===== config.mk =====
export PLATFORM = sky130hd
export DESIGN_NAME = mem_stage_flat
export DESIGN_NICKNAME = d
export VERILOG_FILES = /design/src/rtl/mem_stage_if.sv /design/src/rtl/mem_stage.sv /design/src/flat_wrapper.sv
export SDC_FILE = /design/constraint.sdc
export NUM_CORES = 1
export LEC_CHECK = 0
export ABC_CLOCK_PERIOD_IN_PS = 4100
export BUFFER_PORTS_ARGS = -buffer_cell sky130_fd_sc_hd__buf_2
export CAP_MARGIN = 20
export CORE_AREA = 2 2 150 152
export CTS_CLUSTER_SIZE = 12
export DETAILED_ROUTE_END_ITERATION = 10
export DIE_AREA = 0 0 152 154
export GPL_TIMING_DRIVEN = 0
export PLACE_DENSITY = 0.62
export SLEW_MARGIN = 40
export SYNTH_ARGS = -nofsm -noshare
export SYNTH_HDL_FRONTEND = slang
export SYNTH_SLANG_ARGS = --single-unit

===== constraint.sdc =====
create_clock -name clk -period 4.1 [get_ports clk]
set_input_delay 0 -clock clk [delete_from_list [all_inputs] [get_ports clk]]
set_output_delay 0 -clock clk [all_outputs]
set_load 0.1 [all_outputs]

===== src/rtl/mem_stage_if.sv =====
// ---------------------------------------------------------------------------
// mem_stage_if -- data-memory request/acknowledge bus used by mem_stage.
//
// Handshake: the master raises dmem_req together with dmem_we, dmem_addr,
// dmem_be and dmem_wdata and holds all of them stable until the slave
// answers with a single-cycle dmem_ack strobe. dmem_rdata is only meaningful
// in the cycle dmem_ack is high. There is no back-pressure on the
// acknowledge.
//
// Signals:
//   dmem_req   master->slave  request pending
//   dmem_we    master->slave  1 = store, 0 = load
//   dmem_addr  master->slave  word-aligned byte address
//   dmem_be    master->slave  byte lane enables
//   dmem_wdata master->slave  lane-replicated store data
//   dmem_ack   slave->master  single-cycle completion strobe
//   dmem_rdata slave->master  read word, valid with dmem_ack
// ---------------------------------------------------------------------------
interface mem_stage_if;
  logic        dmem_req;
  logic        dmem_we;
  logic [31:0] dmem_addr;
  logic [3:0]  dmem_be;
  logic [31:0] dmem_wdata;
  logic        dmem_ack;
  logic [31:0] dmem_rdata;

  modport master (
    output dmem_req,
    output dmem_we,
    output dmem_addr,
    output dmem_be,
    output dmem_wdata,
    input  dmem_ack,
    input  dmem_rdata
  );

  modport slave (
    input  dmem_req,
    input  dmem_we,
    input  dmem_addr,
    input  dmem_be,
    input  dmem_wdata,
    output dmem_ack,
    output dmem_rdata
  );
endinterface


===== src/rtl/mem_stage.sv =====
// ---------------------------------------------------------------------------
// mem_stage -- RV32I memory-access stage.
//
// Sits directly after ex_stage. Loads and stores with a legal funct3 and a
// naturally aligned address go out on the data-memory bus; everything else
// (ALU ops, jumps, branches, misaligned or illegal memory ops) retires into
// the MEM/WB registers one cycle after presentation. While a bus transaction
// is outstanding, stall holds ex_stage. A transaction that sees no ack within
// TIMEOUT_CYCLES bus cycles is abandoned and retired with bus_err.
//
// Ports:
//   clk, rst_n       clock, asynchronous active-low reset
//   valid_in         ex_stage presents a valid instruction
//   opcode, funct3   instruction class and width
//   pc               instruction address (link value for JAL/JALR)
//   b                store data
//   c                ALU result / effective address
//   reg_wr_addr      destination register
//   stall            combinational hold request to ex_stage
//   dmem             data-memory bus (master side)
//   valid_out        MEM/WB holds a retired instruction
//   opcode_to_wb     retired opcode
//   wb_addr          retired destination register
//   wb_data          write-back data
//   wb_en            register-file write enable
//   misalign         retired op was misaligned or had an illegal funct3
//   bus_err          retired op timed out on the bus
//   state_dbg        FSM state: 0 = IDLE, 1 = BUS
// ---------------------------------------------------------------------------
module mem_stage #(
  parameter int TIMEOUT_CYCLES = 16
) (
  input  logic              clk,
  input  logic              rst_n,
  input  logic              valid_in,
  input  logic [6:0]        opcode,
  input  logic [2:0]        funct3,
  input  logic [31:0]       pc,
  input  logic [31:0]       b,
  input  logic [31:0]       c,
  input  logic [4:0]        reg_wr_addr,
  output logic              stall,
  mem_stage_if.master       dmem,
  output logic              valid_out,
  output logic [6:0]        opcode_to_wb,
  output logic [4:0]        wb_addr,
  output logic [31:0]       wb_data,
  output logic              wb_en,
  output logic              misalign,
  output logic              bus_err,
  output logic              state_dbg
);

  localparam logic [6:0] OP_LOAD  = 7'b0000011;
  localparam logic [6:0] OP_STORE = 7'b0100011;
  localparam logic [6:0] OP_LUI   = 7'b0110111;
  localparam logic [6:0] OP_AUIPC = 7'b0010111;
  localparam logic [6:0] OP_JAL   = 7'b1101111;
  localparam logic [6:0] OP_JALR  = 7'b1100111;
  localparam logic [6:0] OP_IMM   = 7'b0010011;
  localparam logic [6:0] OP_REG   = 7'b0110011;

  localparam int              CW       = (TIMEOUT_CYCLES > 1) ? $clog2(TIMEOUT_CYCLES) : 1;
  localparam logic [CW-1:0]   CNT_LAST = CW'(TIMEOUT_CYCLES - 1);

  typedef enum logic {
    IDLE = 1'b0,
    BUS  = 1'b1
  } state_t;

  state_t        state;
  state_t        state_next;
  logic [CW-1:0] cnt;
  logic          timeout_hit;

  // Decode of the presented instruction.
  logic        is_load;
  logic        is_store;
  logic        is_mem;
  logic        f3_legal;
  logic        unaligned;
  logic        bad_access;
  logic        go_mem;
  logic        writes_rd;
  logic        is_link;
  logic [3:0]  lane_be;
  logic [31:0] store_wdata;

  // Command latched at request time; used to retire the transaction.
  logic [2:0]  f3_q;
  logic [1:0]  lane_q;
  logic [4:0]  rd_q;
  logic [6:0]  op_q;
  logic        load_q;

  logic [31:0] rdata_shifted;
  logic [31:0] load_data;

  always_comb begin
    is_load  = (opcode == OP_LOAD);
    is_store = (opcode == OP_STORE);
    is_mem   = is_load | is_store;

    f3_legal = 1'b0;
    case (funct3)
      3'b000, 3'b001, 3'b010: f3_legal = is_mem;
      3'b100, 3'b101:         f3_legal = is_load;
      default:                f3_legal = 1'b0;
    endcase

    // funct3[1:0] encodes the access size for every legal encoding.
    unaligned  = ((funct3[1:0] == 2'b01) && c[0]) ||
                 ((funct3[1:0] == 2'b10) && (c[1:0] != 2'b00));
    bad_access = is_mem & (~f3_legal | unaligned);
    go_mem     = valid_in & is_mem & ~bad_access;

    lane_be = 4'b1111;
    case (funct3[1:0])
      2'b00:   lane_be = 4'b0001 << c[1:0];
      2'b01:   lane_be = c[1] ? 4'b1100 : 4'b0011;
      default: lane_be = 4'b1111;
    endcase

    store_wdata = 32'd0;
    if (is_store) begin
      case (funct3[1:0])
        2'b00:   store_wdata = {4{b[7:0]}};
        2'b01:   store_wdata = {2{b[15:0]}};
        default: store_wdata = b;
      endcase
    end

    writes_rd = (opcode == OP_LUI)  || (opcode == OP_AUIPC) ||
                (opcode == OP_JAL)  || (opcode == OP_JALR)  ||
                (opcode == OP_LOAD) || (opcode == OP_IMM)   ||
                (opcode == OP_REG);
    is_link   = (opcode == OP_JAL) || (opcode == OP_JALR);
  end

  // Load extraction: bring the addressed lane down to bit 0, then extend.
  always_comb begin
    rdata_shifted = dmem.dmem_rdata >> {lane_q, 3'b000};
    load_data     = dmem.dmem_rdata;
    case (f3_q)
      3'b000:  load_data = {{24{rdata_shifted[7]}},  rdata_shifted[7:0]};
      3'b001:  load_data = {{16{rdata_shifted[15]}}, rdata_shifted[15:0]};
      3'b100:  load_data = {24'd0, rdata_shifted[7:0]};
      3'b101:  load_data = {16'd0, rdata_shifted[15:0]};
      default: load_data = dmem.dmem_rdata;
    endcase
  end

  assign timeout_hit = (cnt == CNT_LAST);
  assign state_dbg   = (state == BUS);

  // FSM state register.
  always_ff @(posedge clk or negedge rst_n) begin
    if (!rst_n) begin
      state <= IDLE;
    end else begin
      state <= state_next;
    end
  end

  // FSM next state and stall. The hold is released in the cycle the
  // transaction finishes (ack or timeout) so ex_stage advances on the same
  // edge that retires it. Stall is forced low while reset is asserted.
  always_comb begin
    state_next = state;
    stall      = 1'b0;
    case (state)
      IDLE: begin
        if (go_mem) begin
          stall      = 1'b1;
          state_next = BUS;
        end
      end
      BUS: begin
        stall = ~dmem.dmem_ack & ~timeout_hit;
        if (dmem.dmem_ack || timeout_hit) begin
          state_next = IDLE;
        end
      end
      default: state_next = IDLE;
    endcase
    if (!rst_n) begin
      stall = 1'b0;
    end
  end

  // Bus drivers, latched command, timeout counter and MEM/WB registers.
  always_ff @(posedge clk or negedge rst_n) begin
    if (!rst_n) begin
      cnt             <= '0;
      dmem.dmem_req   <= 1'b0;
      dmem.dmem_we    <= 1'b0;
      dmem.dmem_addr  <= 32'd0;
      dmem.dmem_be    <= 4'd0;
      dmem.dmem_wdata <= 32'd0;
      f3_q            <= 3'd0;
      lane_q          <= 2'd0;
      rd_q            <= 5'd0;
      op_q            <= 7'd0;
      load_q          <= 1'b0;
      valid_out       <= 1'b0;
      opcode_to_wb    <= 7'd0;
      wb_addr         <= 5'd0;
      wb_data         <= 32'd0;
      wb_en           <= 1'b0;
      misalign        <= 1'b0;
      bus_err         <= 1'b0;
    end else begin
      case (state)
        IDLE: begin
          cnt <= '0;
          if (go_mem) begin
            dmem.dmem_req   <= 1'b1;
            dmem.dmem_we    <= is_store;
            dmem.dmem_addr  <= {c[31:2], 2'b00};
            dmem.dmem_be    <= lane_be;
            dmem.dmem_wdata <= store_wdata;
            f3_q            <= funct3;
            lane_q          <= c[1:0];
            rd_q            <= reg_wr_addr;
            op_q            <= opcode;
            load_q          <= is_load;
            valid_out       <= 1'b0;
            wb_en           <= 1'b0;
            misalign        <= 1'b0;
            bus_err         <= 1'b0;
          end else begin
            // Single-cycle retirement (or a bubble when valid_in is low).
            valid_out    <= valid_in;
            opcode_to_wb <= opcode;
            wb_addr      <= reg_wr_addr;
            wb_data      <= is_link ? (pc + 32'd4) : c;
            wb_en        <= valid_in & writes_rd & (reg_wr_addr != 5'd0) & ~bad_access;
            misalign     <= valid_in & bad_access;
            bus_err      <= 1'b0;
          end
        end
        BUS: begin
          if (dmem.dmem_ack) begin
            // Ack takes priority over a coincident timeout.
            dmem.dmem_req <= 1'b0;
            valid_out     <= 1'b1;
            opcode_to_wb  <= op_q;
            wb_addr       <= rd_q;
            wb_data       <= load_q ? load_data : 32'd0;
            wb_en         <= load_q & (rd_q != 5'd0);
            misalign      <= 1'b0;
            bus_err       <= 1'b0;
          end else if (timeout_hit) begin
            dmem.dmem_req <= 1'b0;
            valid_out     <= 1'b1;
            opcode_to_wb  <= op_q;
            wb_addr       <= rd_q;
            wb_en         <= 1'b0;
            misalign      <= 1'b0;
            bus_err       <= 1'b1;
          end else begin
            cnt <= cnt + 1'b1;
          end
        end
        default: ;
      endcase
    end
  end

endmodule


===== src/flat_wrapper.sv =====
// flat-port wrapper written by rule: the top's interface ports become plain ports
module mem_stage_flat 
#(
  parameter int TIMEOUT_CYCLES = 16
)
  (clk, rst_n, valid_in, opcode, funct3, pc, b, c, reg_wr_addr, stall, valid_out, opcode_to_wb, wb_addr, wb_data, wb_en, misalign, bus_err, state_dbg, dmem_dmem_req, dmem_dmem_we, dmem_dmem_addr, dmem_dmem_be, dmem_dmem_wdata, dmem_dmem_ack, dmem_dmem_rdata);
  mem_stage_if dmem_i ();
  input  logic clk;
  input  logic rst_n;
  input  logic valid_in;
  input  logic [6:0] opcode;
  input  logic [2:0] funct3;
  input  logic [31:0] pc;
  input  logic [31:0] b;
  input  logic [31:0] c;
  input  logic [4:0] reg_wr_addr;
  output logic stall;
  output logic valid_out;
  output logic [6:0] opcode_to_wb;
  output logic [4:0] wb_addr;
  output logic [31:0] wb_data;
  output logic wb_en;
  output logic misalign;
  output logic bus_err;
  output logic state_dbg;
  output wire logic [$bits(dmem_i.dmem_req)-1:0] dmem_dmem_req;
  output wire logic [$bits(dmem_i.dmem_we)-1:0] dmem_dmem_we;
  output wire logic [$bits(dmem_i.dmem_addr)-1:0] dmem_dmem_addr;
  output wire logic [$bits(dmem_i.dmem_be)-1:0] dmem_dmem_be;
  output wire logic [$bits(dmem_i.dmem_wdata)-1:0] dmem_dmem_wdata;
  input wire logic [$bits(dmem_i.dmem_ack)-1:0] dmem_dmem_ack;
  input wire logic [$bits(dmem_i.dmem_rdata)-1:0] dmem_dmem_rdata;
  assign dmem_dmem_req = dmem_i.dmem_req;
  assign dmem_dmem_we = dmem_i.dmem_we;
  assign dmem_dmem_addr = dmem_i.dmem_addr;
  assign dmem_dmem_be = dmem_i.dmem_be;
  assign dmem_dmem_wdata = dmem_i.dmem_wdata;
  assign dmem_i.dmem_ack = dmem_dmem_ack;
  assign dmem_i.dmem_rdata = dmem_dmem_rdata;
  mem_stage #(.TIMEOUT_CYCLES(TIMEOUT_CYCLES)) u_core (.clk(clk), .rst_n(rst_n), .valid_in(valid_in), .opcode(opcode), .funct3(funct3), .pc(pc), .b(b), .c(c), .reg_wr_addr(reg_wr_addr), .stall(stall), .dmem(dmem_i), .valid_out(valid_out), .opcode_to_wb(opcode_to_wb), .wb_addr(wb_addr), .wb_data(wb_data), .wb_en(wb_en), .misalign(misalign), .bus_err(bus_err), .state_dbg(state_dbg));
endmodule

Yosys cells after proc, flatten, opt, wreduce, memory -nomap -nowiden
Index checks and enable logic that the tools add are counted.
{"block": "word_totals", "regBits": 139, "latch_bits": 0, "mem_bits_rw": 0, "romBits": 0, "input_bits": 147, "word_cells": 129, "memories": 0}
{"block": "classes", "addsub": 2, "mul": 0, "n_div": 0, "order_cmp": 0, "eq_ne": 24, "shifts": 2, "muxes": 42, "bitwise": 16, "n_reduce_logical": 24}
{"operator": "$mux 32", "n": 5}
{"operator": "$pmux 32 s2", "n": 2}
{"operator": "$pmux 32 s4", "n": 1}
{"operator": "$add 32x3->32 const B", "n": 1}
{"operator": "$shr 32x5->16", "n": 1}
{"operator": "$eq 7x6->1 const B", "n": 3}
{"operator": "$mux 7", "n": 3}
{"operator": "$pmux 1 s2", "n": 8}
{"operator": "$pmux 4 s2", "n": 2}
{"operator": "$mux 5", "n": 3}
{"operator": "$eq 7x5->1 const B", "n": 2}
{"operator": "$eq 7x7->1 const B", "n": 2}
{"operator": "$pmux 7 s2", "n": 1}
{"operator": "$mux 1", "n": 13}
{"operator": "$eq 3x3->1 const B", "n": 4}
{"operator": "$mux 4", "n": 3}
{"operator": "$pmux 5 s2", "n": 1}
{"operator": "$reduce_and 2->1", "n": 5}
{"operator": "$reduce_bool 5->1", "n": 2}
{"operator": "$and 1x1->1", "n": 9}
{"operator": "$logic_or 1x1->1", "n": 9}
{"operator": "$ne 2x2->1 const B", "n": 4}
{"operator": "$eq 7x2->1 const B", "n": 1}
{"operator": "$eq 3x1->1 const B", "n": 2}
{"operator": "16 further kinds", "n": 23}

Depth between registers and ports, before layout
Gate-level depths: netlist of the first run.
{"block": "depth", "ltp_word": 12, "depth_mapped": 10, "depth_no_buf": 7}

Least setup slack after synthesis of the first run
Ideal clock, no wire load.
{"block": "synth_path", "path_kind": "register to output", "start": "register u_core.state (netlist: u_core.state_dbg)", "end": "output stall", "arrival_time_ns": 3.022, "required_ns": 4.100, "setup_slack_ns": 1.078, "stages_incl_launch_ff": 7, "path_buffers": 1, "path_cell_list": "dfrtp_1 > clkbuf_1 > nor2b_1 > nand3_1 > nor2_1 > nor2_1 > nor2b_1"}
{"block": "synth_between", "elab_chain_len": 3}
{"item": "from (decl)", "line": "mem_stage.sv:71", "rtl": "state_t state;"}
{"item": "from (signal assigned)", "line": "mem_stage.sv:161", "rtl": "state <= state_next;"}
{"item": "$not 1->1 (no source line)"}
{"item": "$pmux 1 s2 (*)", "line": "mem_stage.sv:171", "rtl": "case (state)"}
{"item": "$mux 1 (*)", "line": "mem_stage.sv:186", "rtl": "if (!rst_n) begin"}
{"item": "to (decl)", "line": "flat_wrapper.sv:17", "rtl": "output logic stall;"}
Mark *: on every way between the ends. The rest lies on a longest branch, timed or not.

Final worst setup path of the first run
{"block": "layout_path", "start": "input opcode[3]", "end": "output stall"}
{"block": "layout_between", "elab_chain_len": 11, "word_cells_on_any_way": 13}
{"item": "from (decl)", "line": "flat_wrapper.sv:11", "rtl": "input logic [6:0] opcode;"}
{"item": "$eq 7x2->1 / $eq 7x6->1 (equally long branches)", "line": "mem_stage.sv:100, mem_stage.sv:101"}
{"item": "$or 1x1->1", "line": "mem_stage.sv:102", "rtl": "is_mem = is_load | is_store;"}
{"item": "$pmux 1 s2", "line": "mem_stage.sv:105", "rtl": "case (funct3)"}
{"item": "$not 1->1", "line": "mem_stage.sv:114", "rtl": "bad_access = is_mem & (~f3_legal | unaligned);"}
{"item": "$or 1x1->1", "line": "mem_stage.sv:114"}
{"item": "$and 1x1->1", "line": "mem_stage.sv:114"}
{"item": "$not 1->1", "line": "mem_stage.sv:115", "rtl": "go_mem = valid_in & is_mem & ~bad_access;"}
{"item": "$and 1x1->1 (*)", "line": "mem_stage.sv:115"}
{"item": "$mux 1 (*)", "line": "mem_stage.sv:173", "rtl": "if (go_mem) begin"}
{"item": "$pmux 1 s2 (*)", "line": "mem_stage.sv:171"}
{"item": "$mux 1 (*)", "line": "mem_stage.sv:186"}
Marked as above.

==> results.rst, run 1 <==
.. list-table::
   :header-rows: 1

   * - Metric
     - Value
   * - Buffers inserted during post-CTS setup optimization
     - 0
   * - Arrival time reported for the critical path endpoint
     - 3.08 ns
   * - Share of layout cells above drive strength 1
     - 25.91%
   * - Cell depth of the worst hold path
     - 3
   * - Sort of element at the start of the critical path
     - primary input
   * - Critical path class
     - in2out
   * - Share of flip-flops with an asynchronous set or reset after synthesis
     - 100.0%
   * - Endpoint of the most critical register-to-register path
     - u_core.wb_data[20]
   * - Critical path required time
     - 4.10 ns
   * - YS warnings
     - 0
   * - Reg2Reg Depth
     - 9
   * - Number of antenna violations at the first check in global routing
     - 2
   * - Placed cell count
     - 1444
   * - TritonRoute pass-1 iters
     - 5
   * - Effective utilization at floorplan
     - 34.69%
   * - Internal reg-to-reg setup slack
     - 1.10 ns
   * - Number of flops mapped to enable cells by yosys
     - 0
   * - CTS Hold Bufs
     - 93
   * - FMAX
     - 324.3 MHz
   * - Routability-driven placement congestion ratio
     - 0.9169
   * - Clock period minus worst slack
     - 3.084 ns
   * - Maximum root-to-sink buffer count
     - 2
   * - Overflow left after global routing
     - 0
   * - Part of the power in the clock network
     - 38.3%
   * - Routed length per placed instance
     - 18.88 um
   * - Hold endpoint
     - u_core.wb_data[6]
   * - Cell area after synthesis
     - 7525 um^2
   * - Distinct cell type count of the synthesized netlist
     - 59
   * - Max-slew violation total from the final report
     - 0
   * - Min Hold Slack
     - 0.008500 ns
   * - Most used routing layer in global routing
     - met2
   * - Area used by multi-input combinational logic
     - 3784 um^2
   * - Reg clk slew, reported paths
     - 0.06 ns
   * - Final-report hold violation count
     - 0
   * - Dominant register cell in the synthesized netlist
     - sky130_fd_sc_hd__dfrtp_1
   * - Peak VDD IR
     - 0.2742 mV
   * - Total number of clock tree sinks
     - 139
   * - Layout-stage area growth over the synthesis result
     - 43.33%
   * - Worst skew pair latency
     - 0.43 ns
   * - Detail Route Antenna Nets
     - 0
   * - Critical Path Slowest Stage Cell
     - sky130_fd_sc_hd__dlygate4sd3_1
   * - Total wire length after detailed routing
     - 29660 um
   * - Max transition margin
     - 49.36%
   * - Final cell utilization of the core
     - 49.73%
   * - Maximum number of pins on one net before global-route repair
     - 55
   * - Syn Inst Count
     - 897
   * - Number of gates resized after CTS
     - 0
   * - Number of max-cap violations
     - 0
   * - Post-detail-place hpwl
     - 22250 um
   * - Count of input and output buffers
     - 264
   * - Height of the chip
     - 154 um
   * - Psw
     - 1.441 mW
   * - Fraction of power spent switching nets
     - 35.44%
   * - Number of nets in the layout
     - 1425
   * - Number of CTS-inserted buffers
     - 17
   * - Total Die Area
     - 23410 um^2
   * - Via count of the first global-routing pass
     - 8164
   * - Final cell count without fillers
     - 1571
   * - Internal Dissipation
     - 2.624 mW
   * - Worst slew pin tran
     - 0.7597 ns
   * - Reg power frac
     - 36.7%
   * - Proportion of synthesized chip area in sequential cells
     - 46.23%
   * - Detailed-route via count
     - 8130
   * - Worst setup skew after layout
     - 0.009568 ns
   * - Met1 global-route usage
     - 32.75%
   * - Setup crit end kind
     - output pin
   * - CP cell instances
     - dlygate4sd3_1 -> buf_2 -> nor3_1 -> dlygate4sd3_1 -> nand3_1 -> nor2_1 -> nor2_1 -> nor2b_1 -> buf_2
   * - Syn_area_per_cell
     - 8.389 um^2
   * - Part of the total power dissipated in combinational logic
     - 25.0%
   * - Remaining DRCs
     - 0
   * - Detailed router's first-iteration violation count
     - 496
   * - Clock H-tree levels
     - 4
   * - Number of register bits inferred by synthesis
     - 139
   * - Site row count
     - 54
   * - Global-route track usage on met2
     - 42.11%
   * - Horiz. Die Dim
     - 152 um
   * - CTS Root Cell
     - sky130_fd_sc_hd__clkbuf_16
   * - Core Box Area
     - 21690 um^2
   * - Setup repair after global routing missed its margin
     - false
   * - Total Negative Setup Slacks
     - 0 ns
   * - TritonCTS clock tree
     - done
   * - Critical Path Fanout Max
     - 8
   * - Setup Viol. Count Final
     - 0
   * - I/O pins
     - 267
   * - Worst Hold Launch
     - dmem_dmem_rdata[6]
   * - Per-cell via count in the routed design
     - 5.175
   * - Number of inserted filler cells in the final layout
     - 2107
   * - Leakage power of the design
     - 5.260 nW
   * - Global-route usage over all layers
     - 25.16%
   * - Status
     - complete, no violations
   * - Crit-path max cell delay
     - 0.62 ns
   * - Met3 global-route usage
     - 5.101%
   * - Total power
     - 4.065 mW
   * - Class of the tightest hold or removal check
     - in2reg
   * - Area occupied by registers
     - 3478 um^2
   * - Period utilization
     - 75.22%
   * - Wire length of the first global-routing pass
     - 46170 um
   * - Power density normalized to cell area
     - 376.9 nW/um^2
   * - Reg2reg start
     - u_core.state_dbg
[metrics by stage]
step | instance area [um^2] | setup slack, ns
final | 10790 | 1.016
after global routing | 10790 | 0.8294
after CTS | 10780 | 1.018
after detailed placement | 9264 | 1.394
after global placement | 9200 | 0.8908
after floorplan | 7528 | 1.078
[cell families (layout without fill, tap and decap cells)]
logic type	count (synthesis)	after routing	synth area share (%)
simple gates	410	410	23.46
compound gates	205	205	16.56
flops	139	139	46.23
buf+inv	67	458	3.625
mux	48	48	6.834
xor+xnor	25	25	2.910
fa+ha+maj	2	2	0.3325
other cells	1	4	0.04984
[state kept, by name, summed over array words and instances (netlist names)]
name,count
u_core.dmem.dmem_wdata,32
u_core.wb_data,32
u_core.dmem.dmem_addr,30
u_core.op_q,7
u_core.opcode_to_wb,7
u_core.rd_q,5
u_core.wb_addr,5
u_core.cnt,4
u_core.dmem.dmem_be,4
u_core.f3_q,3
u_core.lane_q,2
u_core.bus_err,1
u_core.dmem.dmem_req,1
u_core.dmem.dmem_we,1
u_core.load_q,1
u_core.misalign,1
u_core.state_dbg,1
u_core.valid_out,1
u_core.wb_en,1
[power by group through the flow]
| stage | Combinational [mW] | Sequential, mW | Clock, mW |
|---|---|---|---|
| 2_1_floorplan | 0.203 | 1.96 | 0 |
| 3_3_place_gp | 0.933 | 1.51 | 0 |
| 3_5_place_dp | 0.945 | 1.51 | 0 |
| 4_1_cts | 1.02 | 1.49 | 1.59 |
| 5_1_grt | 1.07 | 1.50 | 1.64 |
| 6_report | 1.02 | 1.49 | 1.56 |
[critical path: cells and delay by family]
| family | cells | cell delay, ns |
|---|---|---|
| buffers and inverters | 4 | 1.74 |
| and+or+nand+nor | 5 | 1.34 |
[placed cells by master (no fill, tap or decap), types with 9 or more instances in the layout]
cell,count
sky130_fd_sc_hd__nor2_1,80
sky130_fd_sc_hd__nor4_1,10
sky130_fd_sc_hd__mux2i_1,30
sky130_fd_sc_hd__a21oi_1,40
sky130_fd_sc_hd__nand2_1,248
sky130_fd_sc_hd__mux2_2,17
sky130_fd_sc_hd__clkbuf_16,17
sky130_fd_sc_hd__clkbuf_1,44
sky130_fd_sc_hd__buf_2,268
sky130_fd_sc_hd__xor2_1,16
sky130_fd_sc_hd__o21ai_0,86
sky130_fd_sc_hd__buf_1,10
sky130_fd_sc_hd__nand3_1,19
sky130_fd_sc_hd__nand4_1,9
sky130_fd_sc_hd__a31oi_1,13
sky130_fd_sc_hd__xnor2_1,9
sky130_fd_sc_hd__dfrtp_1,139
sky130_fd_sc_hd__a211o_1,9
sky130_fd_sc_hd__o211ai_1,13
sky130_fd_sc_hd__dlygate4sd3_1,93
[routing by layer]
metal	vias up	part of all wire [%]
met2	361	47
met4	0	2.4
li1	3868	-
met3	44	7.0
met1	3857	43
met5	-	0
[how the worst max path moves through the flow]
stage	from	to	slack (ns)	depth (start not counted)
2_1_floorplan	u_core.state_dbg	stall	1.08	6
3_3_place_gp	rst_n	stall	0.89	3
3_5_place_dp	u_core.state_dbg	u_core.rd_q[1]	1.39	7
4_1_cts	opcode[3]	stall	1.02	9
5_1_grt	opcode[2]	stall	0.83	9
6_report	opcode[3]	stall	1.02	9
[layout make-up]
| cell class | instances | share of cell area [%] |
|---|---|---|
| Buffer | 60 | 2.285 |
| Inverter | 7 | 0.2436 |
| Clock inverter | 12 | 1.288 |
| Clock buffer | 20 | 4.142 |
| Timing Repair Buffer | 359 | 21.42 |
| Sequential cell | 139 | 32.25 |
| Antenna cell | 2 | 0.04640 |
| Multi-Input combinational cell | 692 | 35.08 |
| Tap cell | 280 | 3.248 |
[cells in the mapped netlist (2+ instances only)]
cell	number	area, um^2
sky130_fd_sc_hd__a22oi_1	8	60.06
sky130_fd_sc_hd__o31ai_1	5	37.54
sky130_fd_sc_hd__mux2_2	17	191.4
sky130_fd_sc_hd__nand3_1	19	95.09
sky130_fd_sc_hd__nand4_1	9	56.30
sky130_fd_sc_hd__a21oi_1	40	200.2
sky130_fd_sc_hd__nor2_1	80	300.3
sky130_fd_sc_hd__buf_4	2	15.01
sky130_fd_sc_hd__o2111ai_1	2	17.52
sky130_fd_sc_hd__ha_1	2	25.02
sky130_fd_sc_hd__and2_1	6	37.54
sky130_fd_sc_hd__mux2i_1	30	300.3
sky130_fd_sc_hd__xor2_1	16	140.1
sky130_fd_sc_hd__a31oi_1	13	81.33
sky130_fd_sc_hd__nand2b_1	3	18.77
sky130_fd_sc_hd__xnor2_1	9	78.83
sky130_fd_sc_hd__dfrtp_1	139	3478
sky130_fd_sc_hd__clkbuf_1	42	157.7
sky130_fd_sc_hd__buf_1	10	37.54
sky130_fd_sc_hd__a211oi_1	5	37.54
sky130_fd_sc_hd__nor4_1	10	62.56
sky130_fd_sc_hd__a211o_1	9	78.83
sky130_fd_sc_hd__inv_1	7	26.28
sky130_fd_sc_hd__o211ai_1	13	97.59
sky130_fd_sc_hd__nor2b_1	5	31.28
sky130_fd_sc_hd__o21ai_0	86	430.4
sky130_fd_sc_hd__or2_2	2	12.51
sky130_fd_sc_hd__or3_2	2	15.01
sky130_fd_sc_hd__and3_1	4	25.02
sky130_fd_sc_hd__o221ai_1	8	70.07
sky130_fd_sc_hd__nor3_1	5	25.02
sky130_fd_sc_hd__or4_1	2	15.01
sky130_fd_sc_hd__o22a_1	4	35.03
sky130_fd_sc_hd__nand3b_1	2	15.01
sky130_fd_sc_hd__and4_1	3	26.28
sky130_fd_sc_hd__a2bb2oi_1	2	17.52
sky130_fd_sc_hd__nand2_1	248	930.9
sky130_fd_sc_hd__buf_2	5	25.02
sky130_fd_sc_hd__a21o_1	3	22.52
(Power assumes the default switching activity.)
==> run 2, diff against run 1 <==
- ABC_CLOCK_PERIOD_IN_PS: 4100 -> 2500
- PLACE_DENSITY: 0.62 -> 0.64
- clock period: 4.1 -> 2.5 ns (I/O delays scaled with it)
==> run 2 against run 1 <==
Effect of this change:
- global-route usage decreased by 0.20 points
- worst setup slack got worse by 0.88 ns
- clock skew increased by 0.0014 ns
- sequential share of layout area is essentially flat
- combinational power is 64% higher
- first-iteration DRC count up 24%
- final cell count fell by 0.51%
- total power up 65%
- register-to-register slack got worse by 0.96 ns
- worst hold slack got worse by 0.0029 ns
- via count barely moved
- non-clock buffer count is 8 lower
- critical path type is now reg2reg
- largest power group unchanged
==> results.rst, run 2 (same netlist as run 1, synthesis figures left out) <==
.. list-table::
   :header-rows: 1

   * - Metric
     - Value
   * - Status
     - complete, no violations (unchanged)
   * - Via count of the first global-routing pass
     - 8130 (was 8164)
   * - Number of CTS-inserted buffers
     - 17 (unchanged)
   * - Total number of clock tree sinks
     - 139 (unchanged)
   * - Critical Path Fanout Max
     - 10 (was 8)
   * - Clock period minus worst slack
     - 2.360 ns
   * - Internal Dissipation
     - 4.323 mW (was 2.624 mW)
   * - Leakage power of the design
     - 5.256 nW (was 5.260 nW)
   * - TritonCTS clock tree
     - done (unchanged)
   * - Reg2reg start
     - u_core.lane_q[1] (was u_core.state_dbg)
   * - Per-cell via count in the routed design
     - 5.202 (was 5.175)
   * - Overflow left after global routing
     - 0 (unchanged)
   * - Power density normalized to cell area
     - 621.8 nW/um^2 (was 376.9 nW/um^2)
   * - TritonRoute pass-1 iters
     - 5 (unchanged)
   * - Maximum root-to-sink buffer count
     - 2 (unchanged)
   * - Share of layout cells above drive strength 1
     - 27.17% (was 25.91%)
   * - I/O pins
     - 267 (unchanged)
   * - Clock H-tree levels
     - 4 (unchanged)
   * - Detail Route Antenna Nets
     - 0 (unchanged)
   * - Worst setup skew after layout
     - 0.01093 ns (was 0.009568 ns)
   * - Final-report hold violation count
     - 0 (unchanged)
   * - Critical path class
     - reg2reg (was in2out)
   * - Arrival time reported for the critical path endpoint
     - 2.67 ns (was 3.08 ns)
   * - Routability-driven placement congestion ratio
     - 0.9143 (was 0.9169)
   * - FMAX
     - 423.7 MHz
   * - Fraction of power spent switching nets
     - 35.49% (was 35.44%)
   * - Worst slew pin tran
     - 0.7651 ns (was 0.7597 ns)
   * - Min Hold Slack
     - 0.005557 ns (was 0.008500 ns)
   * - Psw
     - 2.378 mW (was 1.441 mW)
   * - Registers with the highest flip-flop counts
     - u_core.dmem.dmem_wdata (32), u_core.wb_data (32), u_core.dmem.dmem_addr (30) (unchanged)
   * - Setup crit end kind
     - register (was output pin)
   * - Number of inserted filler cells in the final layout
     - 2114 (was 2107)
   * - Max transition margin
     - 49.00% (was 49.36%)
   * - Maximum number of pins on one net before global-route repair
     - 55 (unchanged)
   * - Number of antenna violations at the first check in global routing
     - 2 (unchanged)
   * - Setup repair after global routing missed its margin
     - false (unchanged)
   * - Internal reg-to-reg setup slack
     - 0.14 ns (was 1.10 ns)
   * - Most frequent cells in the layout
     - 268 x sky130_fd_sc_hd__buf_2, 247 x sky130_fd_sc_hd__nand2_1, 139 x sky130_fd_sc_hd__dfrtp_1 (was 268 x sky130_fd_sc_hd__buf_2, 248 x sky130_fd_sc_hd__nand2_1, 139 x sky130_fd_sc_hd__dfrtp_1)
   * - Core Box Area
     - 21690 um^2 (unchanged)
   * - Crit path to
     - u_core.wb_data[2] (was stall)
   * - Height of the chip
     - 154 um (unchanged)
   * - Post-detail-place hpwl
     - 22420 um (was 22250 um)
   * - Site row count
     - 54 (unchanged)
   * - Number of max-cap violations
     - 0 (unchanged)
   * - Reg clk slew, reported paths
     - 0.07 ns (was 0.06 ns)
   * - Reg power frac
     - 36.4% (was 36.7%)
   * - Peak VDD IR
     - 0.4025 mV (was 0.2742 mV)
   * - Most frequent standard cell in the layout excluding fill and tap cells
     - sky130_fd_sc_hd__buf_2 (unchanged)
   * - Horiz. Die Dim
     - 152 um (unchanged)
   * - Reg2Reg Depth
     - 7 (was 9)
   * - Buffers inserted during post-CTS setup optimization
     - 0 (unchanged)
   * - Layout-stage area growth over the synthesis result
     - 43.23% (was 43.33%)
   * - Final cell count without fillers
     - 1563 (was 1571)
   * - Worst skew pair latency
     - 0.43 ns (about the same)
   * - Wire length of the first global-routing pass
     - 45820 um (was 46170 um)
   * - Global-route usage over all layers
     - 24.96% (was 25.16%)
   * - Detailed-route via count
     - 8131 (was 8130)
   * - Placed cell count
     - 1444 (unchanged)
   * - Critical path required time
     - 2.81 ns (was 4.10 ns)
   * - Period utilization
     - 94.40%
   * - Number of nets in the layout
     - 1417 (was 1425)
   * - Remaining DRCs
     - 0 (unchanged)
   * - Part of the total power dissipated in combinational logic
     - 24.8% (was 25.0%)
   * - Endpoint of the most critical register-to-register path
     - u_core.wb_data[2] (was u_core.wb_data[20])
   * - Count of input and output buffers
     - 264 (unchanged)
   * - Class of the tightest hold or removal check
     - in2reg (unchanged)
   * - Total Die Area
     - 23410 um^2 (unchanged)
   * - Worst setup path start
     - u_core.lane_q[1] (was opcode[3])
   * - Part of the power in the clock network
     - 38.7% (was 38.3%)
   * - Total Negative Setup Slacks
     - 0 ns (unchanged)
   * - Total wire length after detailed routing
     - 29580 um (was 29660 um)
   * - Setup Viol. Count Final
     - 0 (unchanged)
   * - CTS Root Cell
     - sky130_fd_sc_hd__clkbuf_16 (unchanged)
   * - Routed length per placed instance
     - 18.92 um (was 18.88 um)
   * - Sort of element at the start of the critical path
     - register (was primary input)
   * - Final design instance area without fill
     - 10780 um^2 (was 10790 um^2)
   * - Effective utilization at floorplan
     - 34.69% (unchanged)
   * - Max-slew violation total from the final report
     - 0 (unchanged)
   * - Detailed router's first-iteration violation count
     - 614 (was 496)
   * - Placed standard-cell area
     - 9274 um^2 (was 9264 um^2)
==> run 2: cell types whose count changed in the layout (fill, tap and decap cells not counted), moves of 2 or more <==
cell,change
sky130_fd_sc_hd__buf_1,-4
sky130_fd_sc_hd__clkbuf_1,-5
sky130_fd_sc_hd__clkbuf_2,+6
sky130_fd_sc_hd__dlygate4sd3_1,-7
sky130_fd_sc_hd__nor2b_1,-2
sky130_fd_sc_hd__nor2b_2,+2
==> run 2: critical path: stages (launching register included) <==
cell and delay [ns]:
sky130_fd_sc_hd__dfrtp_1 0.33, sky130_fd_sc_hd__buf_2 0.19, sky130_fd_sc_hd__buf_1 0.60, sky130_fd_sc_hd__mux2i_1 0.29, sky130_fd_sc_hd__a21oi_1 0.09, sky130_fd_sc_hd__o221ai_1 0.32, sky130_fd_sc_hd__o21ai_0 0.13, sky130_fd_sc_hd__mux2_2 0.29
==> run 2: worst min path at each step <==
stage	startpoint	endpoint	slack [ns]	cells past startpoint
finish	b[10]	u_core.dmem.dmem_wdata[10]	0.006	4
global route	dmem_dmem_rdata[0]	u_core.wb_data[0]	0.01	3
CTS	dmem_dmem_rdata[6]	u_core.wb_data[6]	0.000007	3
detailed placement	rst_n	u_core.wb_addr[2]	-0.10	1
global placement	c[20]	u_core.dmem.dmem_addr[20]	0.22	3
floorplan	rst_n	u_core.bus_err	-0.30	0
==> run 2: power by group through the flow <==
stage                     Sequential, mW  Clock (mW)  Combinational [mW]
after floorplan                     3.22           0               0.333
after global placement              2.48           0                1.52
after detailed placement            2.48           0                1.55
after CTS                           2.44        2.63                1.66
after global routing                2.45        2.73                1.75
final                               2.44        2.60                1.67
==> run 2: cell type report <==
type	count	area [um^2]	area share, %
multi-input cells	692	3822	35.47
flip-flops and latches	139	3478	32.27
repair buffers	352	2250	20.87
clock buffers	20	456.7	4.237
well taps	280	350.3	3.251
plain buffers	59	251.5	2.333
clock inverters	12	137.6	1.277
inverters	7	26.28	0.2438
diodes	2	5.005	0.04644
==> run 2: layer usage <==
layer | global-route usage, % | wire length, um | vias to the layer above
met5 | 0 | 0 | -
met3 | 6.313 | 2207 | 55
li1 | - | - | 3844
met1 | 32.99 | 12810 | 3855
met2 | 40.54 | 13860 | 377
met4 | 7.477 | 705 | 0
==> run 2: repair_timing <==
action                                  in CTS  in global routing
hold endpoints to repair                   178                  0
pin swaps                                    0                  0
hold buffers                                86                  0
resized for setup                            8                  9
endpoints found under the setup margin      57                 87
==> run 2: through the flow <==
| step | power [mW] | worst slack [ns] | utilization, % |
|---|---|---|---|
| 3_5_place_dp | 4.029 | -0.1838 | 42.76 |
| 3_3_place_gp | 4.001 | -0.8617 | 42.43 |
| 2_1_floorplan | 3.553 | 0.002456 | - |
| 4_1_cts | 6.733 | 0.03033 | 49.60 |
| 5_1_grt | 6.935 | 0.01589 | 49.69 |
| 6_report | 6.701 | 0.1400 | 49.69 |
==> run 3, diff against run 2 <==
- CORE_AREA: 2 2 150 152 -> 2 2 158 145
- DIE_AREA: 0 0 152 154 -> 0 0 160 147
==> run 3 against run 2 <==
Effect of this change:
- cell area rose by 1.1%
- critical endpoint is now u_core.wb_data[11]
- register-to-register slack got worse by 0.02 ns
- core utilization fell by 0.16 points
- worst hold slack got worse by 0.0015 ns
- sequential share of layout area fell by 0.34 points
==> results.rst, run 3 (same netlist as run 1, synthesis figures left out) <==
.. list-table::
   :header-rows: 1

   * - Metric
     - Value
   * - Status
     - complete, no violations (unchanged)
   * - Remaining DRCs
     - 0 (unchanged)
   * - Area occupied by registers
     - 3478 um^2 (unchanged)
   * - Period utilization
     - 95.20% (was 94.40%)
   * - Max-slew violation total from the final report
     - 0 (unchanged)
   * - Most frequent cells in the layout
     - 268 x sky130_fd_sc_hd__buf_2, 247 x sky130_fd_sc_hd__nand2_1, 139 x sky130_fd_sc_hd__dfrtp_1 (unchanged)
   * - Leakage power of the design
     - 5.284 nW (was 5.256 nW)
   * - Worst slack at placement
     - -0.1839 ns (was -0.1838 ns)
   * - Total Negative Setup Slacks
     - 0 ns (unchanged)
   * - Post-detail-place hpwl
     - 22450 um (was 22420 um)
   * - Endpoint of the most critical register-to-register path
     - u_core.wb_data[11] (was u_core.wb_data[2])
   * - Per-cell via count in the routed design
     - 5.142 (was 5.202)
   * - Reg power frac
     - 36.2% (was 36.4%)
   * - FMAX
     - 420.2 MHz (was 423.7 MHz)
   * - Power density normalized to cell area
     - 619.1 nW/um^2 (was 621.8 nW/um^2)
   * - Arrival time reported for the critical path endpoint
     - 2.69 ns (was 2.67 ns)
   * - Reg2Reg Depth
     - 7 (unchanged)
   * - Core Box Area
     - 21990 um^2 (was 21690 um^2)
   * - Routed length per placed instance
     - 18.91 um (was 18.92 um)
   * - Most frequent standard cell in the layout excluding fill and tap cells
     - sky130_fd_sc_hd__buf_2 (unchanged)
   * - Peak VDD IR
     - 0.3613 mV (was 0.4025 mV)
   * - Final cell utilization of the core
     - 49.54% (was 49.69%)
   * - Setup crit end kind
     - register (unchanged)
   * - Maximum number of pins on one net before global-route repair
     - 50 (was 55)
   * - Crit path to
     - u_core.wb_data[11] (was u_core.wb_data[2])
   * - Part of the total power dissipated in combinational logic
     - 24.9% (was 24.8%)
   * - Count of input and output buffers
     - 264 (unchanged)
   * - Number of inserted filler cells in the final layout
     - 2188 (was 2114)
   * - Class of the tightest hold or removal check
     - in2reg (unchanged)
   * - Reg2reg start
     - u_core.lane_q[1] (unchanged)
   * - Number of nets in the layout
     - 1426 (was 1417)
   * - Area used by multi-input combinational logic
     - 3827 um^2 (was 3822 um^2)
   * - Height of the chip
     - 147 um (was 154 um)
   * - Placed cell count
     - 1461 (was 1444)
   * - Critical path class
     - reg2reg (unchanged)
   * - Share of layout cells above drive strength 1
     - 27.05% (was 27.17%)
   * - PnR worst setup slack
     - 0.1199 ns (was 0.1400 ns)
   * - Registers with the highest flip-flop counts
     - u_core.dmem.dmem_wdata (32), u_core.wb_data (32), u_core.dmem.dmem_addr (30) (unchanged)
   * - Critical path required time
     - 2.81 ns (about the same)
   * - Horiz. Die Dim
     - 160 um (was 152 um)
   * - Total number of clock tree sinks
     - 139 (unchanged)
   * - Detail Route Antenna Nets
     - 0 (unchanged)
   * - Wire length of the first global-routing pass
     - 46560 um (was 45820 um)
   * - Clock H-tree levels
     - 4 (unchanged)
   * - Site row count
     - 52 (was 54)
   * - Cell depth of the worst hold path
     - 4 (unchanged)
   * - Min Hold Slack
     - 0.004069 ns (was 0.005557 ns)
   * - Detailed router's first-iteration violation count
     - 686 (was 614)
   * - Number of max-cap violations
     - 0 (unchanged)
   * - Fraction of power spent switching nets
     - 36.05% (was 35.49%)
   * - Overflow left after global routing
     - 0 (unchanged)
   * - Global-route usage over all layers
     - 25.56% (was 24.96%)
   * - I/O pins
     - 267 (unchanged)
   * - CTS Root Cell
     - sky130_fd_sc_hd__clkbuf_16 (unchanged)
   * - Via count of the first global-routing pass
     - 8305 (was 8130)
   * - Worst setup skew after layout
     - 0.01218 ns (was 0.01093 ns)
   * - Reg clk slew, reported paths
     - 0.06 ns (was 0.07 ns)
   * - Routability-driven placement congestion ratio
     - 0.9193 (was 0.9143)
   * - Internal Dissipation
     - 4.314 mW (was 4.323 mW)
   * - Effective utilization at floorplan
     - 34.22% (was 34.69%)
   * - Worst setup path start
     - u_core.lane_q[1] (unchanged)
   * - Clock period minus worst slack
     - 2.380 ns (was 2.360 ns)
   * - Number of CTS-inserted buffers
     - 17 (unchanged)
   * - Worst slew pin tran
     - 0.7377 ns (was 0.7651 ns)
   * - Number of antenna violations at the first check in global routing
     - 1 (was 2)
   * - Maximum root-to-sink buffer count
     - 2 (unchanged)
   * - Total Die Area
     - 23520 um^2 (was 23410 um^2)
   * - TritonCTS clock tree
     - done (unchanged)
   * - Worst skew pair latency
     - 0.44 ns (was 0.43 ns)
   * - Psw
     - 2.431 mW (was 2.378 mW)
   * - Final cell count without fillers
     - 1588 (was 1563)
   * - TritonRoute pass-1 iters
     - 5 (unchanged)
   * - Detailed-route via count
     - 8166 (was 8131)
   * - Max transition margin
     - 50.64% (was 49.00%)
   * - Total wire length after detailed routing
     - 30030 um (was 29580 um)
   * - Internal reg-to-reg setup slack
     - 0.12 ns (was 0.14 ns)
   * - Setup Viol. Count Final
     - 0 (unchanged)
   * - Layout-stage area growth over the synthesis result
     - 44.78% (was 43.23%)
   * - Part of the power in the clock network
     - 38.9% (was 38.7%)
   * - Sort of element at the start of the critical path
     - register (unchanged)
   * - Critical Path Fanout Max
     - 10 (unchanged)
   * - Final-report hold violation count
     - 0 (unchanged)
   * - Setup repair after global routing missed its margin
     - false (unchanged)
## run 3: how the worst min path moves through the flow
stage	slack [ns]	startpoint	end
after floorplan	-0.30	rst_n	u_core.bus_err
after global placement	0.22	c[30]	u_core.dmem.dmem_addr[30]
after detailed placement	-0.06	rst_n	u_core.wb_data[0]
after CTS	0.0007	b[8]	u_core.dmem.dmem_wdata[8]
after global routing	0.03	b[12]	u_core.dmem.dmem_wdata[12]
final	0.004	b[16]	u_core.dmem.dmem_wdata[16]
## run 3: metal layers
metal  GRT usage [%]  up-vias  wire length, um
met5               0        -                0
met4           8.784        0              803
met3           5.534       58             2171
met2           41.56      351            13960
met1           33.98     3892            13090
li1                -     3865                -
## run 3: metrics by stage
step | cell area [um^2] | power (mW)
final | 10890 | 6.745
after global routing | 10890 | 6.977
after CTS | 10860 | 6.770
after detailed placement | 9295 | 4.033
after global placement | 9224 | 4.008
after floorplan | 7531 | 3.553
## run 3: area by class of cell
class,count,share of cell area (%)
diodes,1,0.02297
repair buffers,361,21.48
multi-input cells,692,35.13
well taps,297,3.411
clock buffers,18,4.031
clock inverters,14,1.459
flip-flops and latches,139,31.93
inverters,7,0.2412
plain buffers,59,2.297
## run 3: power groups by stage
| stage | clock network, mW | logic, mW | registers [mW] |
|---|---|---|---|
| floorplan | 0 | 0.333 | 3.22 |
| global placement | 0 | 1.53 | 2.48 |
| detailed placement | 0 | 1.55 | 2.48 |
| CTS | 2.66 | 1.67 | 2.44 |
| global route | 2.75 | 1.77 | 2.46 |
| finish | 2.62 | 1.68 | 2.44 |
## run 3: what timing repair did
action	CTS	global route
endpoints found under the setup margin	66	92
buffers inserted	0	0
endpoints found under the hold margin	240	0
hold buffers	95	0
gates resized for setup	7	9
## run 3: critical path, cell delays in order (launching register included)
cell,delay [ns]
sky130_fd_sc_hd__dfrtp_1,0.33
sky130_fd_sc_hd__buf_2,0.21
sky130_fd_sc_hd__buf_1,0.59
sky130_fd_sc_hd__mux2i_1,0.30
sky130_fd_sc_hd__o21ai_0,0.11
sky130_fd_sc_hd__a22oi_1,0.29
sky130_fd_sc_hd__a21oi_1,0.14
sky130_fd_sc_hd__a211o_1,0.28
